<file path="src/rtl/prog_ctrl_pkg.sv">
// Shared types and constants for the program-download / debug controller.
package prog_ctrl_pkg;
    localparam int PROG_DEPTH = 16;
    localparam int INSTR_W    = 8;
    localparam int ADDR_W     = $clog2(PROG_DEPTH);

    typedef enum logic [1:0] {
        IDLE = 2'd0,
        LOAD = 2'd1,
        RUN  = 2'd2,
        HALT = 2'd3
    } ctrl_state_t;

    typedef logic [ADDR_W-1:0]  addr_t;
    typedef logic [INSTR_W-1:0] data_t;
endpackage

</file>
<file path="src/rtl/prog_mem.sv">
// Program store: one synchronous write port, one asynchronous read port, no reset.
module prog_mem #(
    parameter int DEPTH  = 16,
    parameter int DATA_W = 8
) (
    input  logic                     clock,
    input  logic                     we,
    input  logic [$clog2(DEPTH)-1:0] waddr,
    input  logic [DATA_W-1:0]        wdata,
    input  logic [$clog2(DEPTH)-1:0] raddr,
    output logic [DATA_W-1:0]        rdata
);
    logic [DATA_W-1:0] mem [DEPTH];

    always_ff @(posedge clock) begin
        if (we) mem[waddr] <= wdata;
    end

    assign rdata = mem[raddr];
endmodule

</file>
<file path="src/rtl/prog_ctrl.sv">
// Downloads a program into prog_mem, then runs / halts / single-steps the CPU
// with one address breakpoint that is skipped once on resume.
module prog_ctrl
    import prog_ctrl_pkg::*;
#(
    parameter int DEPTH  = PROG_DEPTH,
    parameter int DATA_W = INSTR_W
) (
    input  logic                     clock,
    input  logic                     reset,
    input  logic                     load_start,
    input  logic                     load_valid,
    output logic                     load_ready,
    input  logic [DATA_W-1:0]        load_data,
    input  logic                     run_req,
    input  logic                     halt_req,
    input  logic                     step_req,
    input  logic                     bp_en,
    input  logic [$clog2(DEPTH)-1:0] bp_addr,
    input  logic [$clog2(DEPTH)-1:0] cpu_addr,
    output logic [DATA_W-1:0]        cpu_data,
    output logic                     cpu_reset,
    output logic                     cpu_en,
    output logic [1:0]               state,
    output logic                     loaded
);
    localparam int AW = $clog2(DEPTH);

    ctrl_state_t     st;
    logic [AW-1:0]   wptr;
    logic            skip;
    logic            bp_hit;
    logic            do_write;

    // A restart request in the same cycle as a byte wins; that byte is dropped.
    assign do_write   = (st == LOAD) && load_valid && !load_start;
    assign bp_hit     = bp_en && (cpu_addr == bp_addr) && !skip;
    assign load_ready = (st == LOAD);
    assign cpu_reset  = (st == RUN) || (st == HALT);
    assign state      = st;

    always_comb begin
        cpu_en = 1'b0;
        case (st)
            RUN:     cpu_en = !bp_hit;
            HALT:    cpu_en = step_req && !halt_req && !load_start;
            default: cpu_en = 1'b0;
        endcase
    end

    always_ff @(posedge clock or negedge reset) begin
        if (!reset) begin
            st     <= IDLE;
            wptr   <= '0;
            loaded <= 1'b0;
            skip   <= 1'b0;
        end else if (load_start) begin
            st     <= LOAD;
            wptr   <= '0;
            loaded <= 1'b0;
            skip   <= 1'b0;
        end else begin
            case (st)
                LOAD: if (load_valid) begin
                    if (wptr == AW'(DEPTH-1)) begin
                        st     <= IDLE;
                        wptr   <= '0;
                        loaded <= 1'b1;
                    end else begin
                        wptr <= wptr + 1'b1;
                    end
                end
                IDLE: if (run_req && loaded) st <= RUN;
                RUN: begin
                    skip <= 1'b0;
                    if (halt_req || bp_hit) st <= HALT;
                end
                HALT: if (!halt_req && !step_req && run_req) begin
                    // Resume past the breakpoint we are parked on.
                    st   <= RUN;
                    skip <= 1'b1;
                end
                default: st <= IDLE;
            endcase
        end
    end

    prog_mem #(.DEPTH(DEPTH), .DATA_W(DATA_W)) u_mem (
        .clock (clock),
        .we    (do_write),
        .waddr (wptr),
        .wdata (load_data),
        .raddr (cpu_addr),
        .rdata (cpu_data)
    );
endmodule

</file>
<file path="config.mk">
export PLATFORM = sky130hd
export DESIGN_NAME = prog_ctrl
export DESIGN_NICKNAME = d
export VERILOG_FILES = /design/src/rtl/prog_ctrl_pkg.sv /design/src/rtl/prog_mem.sv /design/src/rtl/prog_ctrl.sv
export SDC_FILE = /design/constraint.sdc
export NUM_CORES = 1
export LEC_CHECK = 0
export ABC_CLOCK_PERIOD_IN_PS = 2700
export BUFFER_PORTS_ARGS = -buffer_cell sky130_fd_sc_hd__buf_2
export CORE_ASPECT_RATIO = 1.2
export CORE_MARGIN = 3
export CORE_UTILIZATION = 55
export DETAILED_ROUTE_END_ITERATION = 16
export GPL_TIMING_DRIVEN = 1
export PLACE_DENSITY = 0.74
export SLEW_MARGIN = 15
export SYNTH_ARGS = -nofsm -noshare
export SYNTH_HDL_FRONTEND = slang
export SYNTH_SLANG_ARGS = --single-unit
</file>
<file path="constraint.sdc">
create_clock -name clock -period 2.7 [get_ports clock]
set_input_delay 0.135 -clock clock [delete_from_list [all_inputs] [get_ports clock]]
set_output_delay 0.135 -clock clock [all_outputs]
set_load 0.01 [all_outputs]
</file>
==> impl_metrics.toml <==
[outcome]
status = "finished, final reports clean"

[logic_synthesis]
syn-instance-count = 266
syn_area_mm2 = 0.00557
async_flop_share_pct = 5.88
synth_nets = 294
synth_edf_count = 128
ys_types = 31
synth_top_area_share_pct = 69.0
yosys.area.top_type = "edfxtp_1"
yosysWarnings = 0
post-synth-top-count-cell = "edfxtp_1"
synth_area_leaders = "edfxtp_1 69%, mux4_1 13%, mux4_2 4.9%"
synth_seq_cells = 136
synthTopCellsByCount = "128 x edfxtp_1, 28 x mux4_1, 17 x nor2_1"
ys.flop_type = "edfxtp_1"
syn_avg_cell_area_um2 = 20.9
ys_seq_area_share_pct = 72.6

[critical_path]
crit_path_start_kind = "register"
critical_path_required_ns = 2.72
crit_start = "state[1]"
r2r_start = "state[1]"
crit_end = "u_mem.mem[12][2]"
worst-setup-path-type = "reg -> reg"
crit_arrival_ns = 2.37
ff2ff_setup_slack_ns = 0.35
reg2reg_depth = 4
cp_max_fo = 11
r2r-end = "u_mem.mem[12][2]"
end_kind = "register"

[placed_design]
hpwlAfterDp_um = 6980
place_ws_ns = 0.383
dp_cells = 429
io_buffers = 37
placed_area_mm2 = 0.00596
gp_congestion = 0.792

[floorplanning]
rows = 39
die_w_um = 97.8
die_h_um = 116
core_mm2 = 0.00971
die-area_mm2 = 0.0114
io_pins = 38
initial_utilization_pct = 57.3

[layout]
stdcell_area_mm2 = 0.00661
layout-drive-gt1-share_pct = 28.9
area_growth_pct = 18.7
final_util_pct = 68.0
instances_no_fill = 462
nets = 354
antenna_cells = 0

[timing]
finalSetupViolations = 0
final_hold_viol_count = 0
fin_ws_ns = 0.353
skew_ns = 0.0101
finalMaxSlewViolations = 0
hold_ws_ns = 0.0717
finalSetupTns_ns = 0
period_needed_ns = 2.35
finalCritPeriodShare_pct = 86.9
rsz0062_at_grt = "no"
slew_headroom_pct = 41.7
max_freq_mhz = 426
tightest_slew_ns = 0.871

[global_routing]
grt_pass1_vias = 2898
antenna_found_initial = 0
grt_pass1_wl_um = 16700
grt-ovfl-total = 0
grt_use_total_pct = 20.5
grt_max_degree = 26

[drt]
routed_via_density = 5.96
drcViolationCount = 0
ant_nets = 0
first_iter_violations = 129
dr_total_vias = 2752
post_drt_wl_per_cell_um = 23.4
first_pass_iters = 5
wirelength_um = 10800

[run]
cap_violations = 0

[clock_tree]
clk_pin_slew_ns = 0.06
post-cts-setup-buffers = 0
clock_sinks = 136
clockBufferDepth = 2
cts_tree = "built"
clock_latency_ns = 0.40
htree_levels = 4
cts_buffers = 17
cts_root_buf = "clkbuf_16"

[worst_hold_path]
hp-class = "in -> reg"
hold_start = "load_start"

[power_and_ir_drop]
p_sw_uw = 948
p_leak_nw = 2.33
p_sw_share_pct = 18.9
p_int_mw = 4.06
combPwrFrac_pct = 4.8
power_density_mw_per_mm2 = 758
ir_worst_vdd_v = 0.000556
clkPwrFrac_pct = 48.6
pwr-share-seq_pct = 46.6
p_total_mw = 5.01
power groups by stage:
stage	registers [mW]	logic, mW	clock network [mW]
after CTS	2.33	0.246	2.47
after floorplan	2.37	0.146	0
after global placement	2.38	0.237	0
after global routing	2.33	0.263	2.57
final	2.33	0.241	2.43
after detailed placement	2.38	0.244	0
kinds of logic after synthesis:
logic type,synth area share [%]
simple gates,4.09
mux,18.1
flops,72.6
xor+xnor,0.787
compound gates,1.60
fa+ha+maj,0.899
buf+inv,1.91
worst min path at each step:
stage                         end  slack [ns]  depth (start not counted)
after floorplan            loaded       -0.16                          0
final                     wptr[0]        0.07                          2
after global placement     loaded       -0.01                          1
after CTS                 wptr[0]        0.06                          2
after global routing      wptr[0]        0.08                          2
after detailed placement  wptr[0]      -0.008                          1
worst max-delay path: stages (launching register included):
cell and delay [ns]:
dfrtp_1 0.49, nand3b_1 0.34, nor2_1 0.26, nand2_1 0.17
nor2_1 0.70
metal layers:
| layer | vias to the layer above | GRT usage (%) | part of all wire (%) |
|---|---|---|---|
| met2 | 91 | 36.1 | 56 |
| met4 | 0 | 6.93 | 1.7 |
| met1 | 1417 | 24.5 | 38 |
| li1 | 1231 | - | - |
| met3 | 13 | 6.09 | 5.1 |
| met5 | - | 0 | 0 |
flip-flops by register name, summed over array words and instances, names as in the netlist:
signal / flops
u_mem.mem: 128
wptr: 4
state: 2
loaded: 1
skip: 1
cell type report:
| type | instances | area (um2) |
|---|---|---|
| sequential | 136 | 4040 |
| fill | 617 | 3100 |
| multi-input combinational | 111 | 1420 |
| clock buffer | 18 | 429 |
| timing repair buffer | 56 | 343 |
| clock inverter | 14 | 205 |
| tap | 123 | 154 |
| inverter | 4 | 15.0 |
timing repair:
item                      4_1_cts  5_1_grt
hold buffers                    1        0
gates resized for setup         0        0
hold endpoints to repair        8        0
cells in the final DEF (no fill, tap or decap), drive strengths merged, types with 2 or more instances in the layout:
master,Yosys,layout
clkbuf,10,18
edfxtp,128,128
nand3,2,2
nand2,12,12
bufinv,0,5
ha,4,4
clkinvlp,0,3
nand3b,2,2
nor2,17,17
a21oi,8,8
buf,5,55
inv,4,4
xor2,4,4
dfrtp,8,8
clkinv,0,6
nor3,7,7
nor3b,2,2
mux4,40,40
No activity file was read; power rests on OpenSTA's default activity.
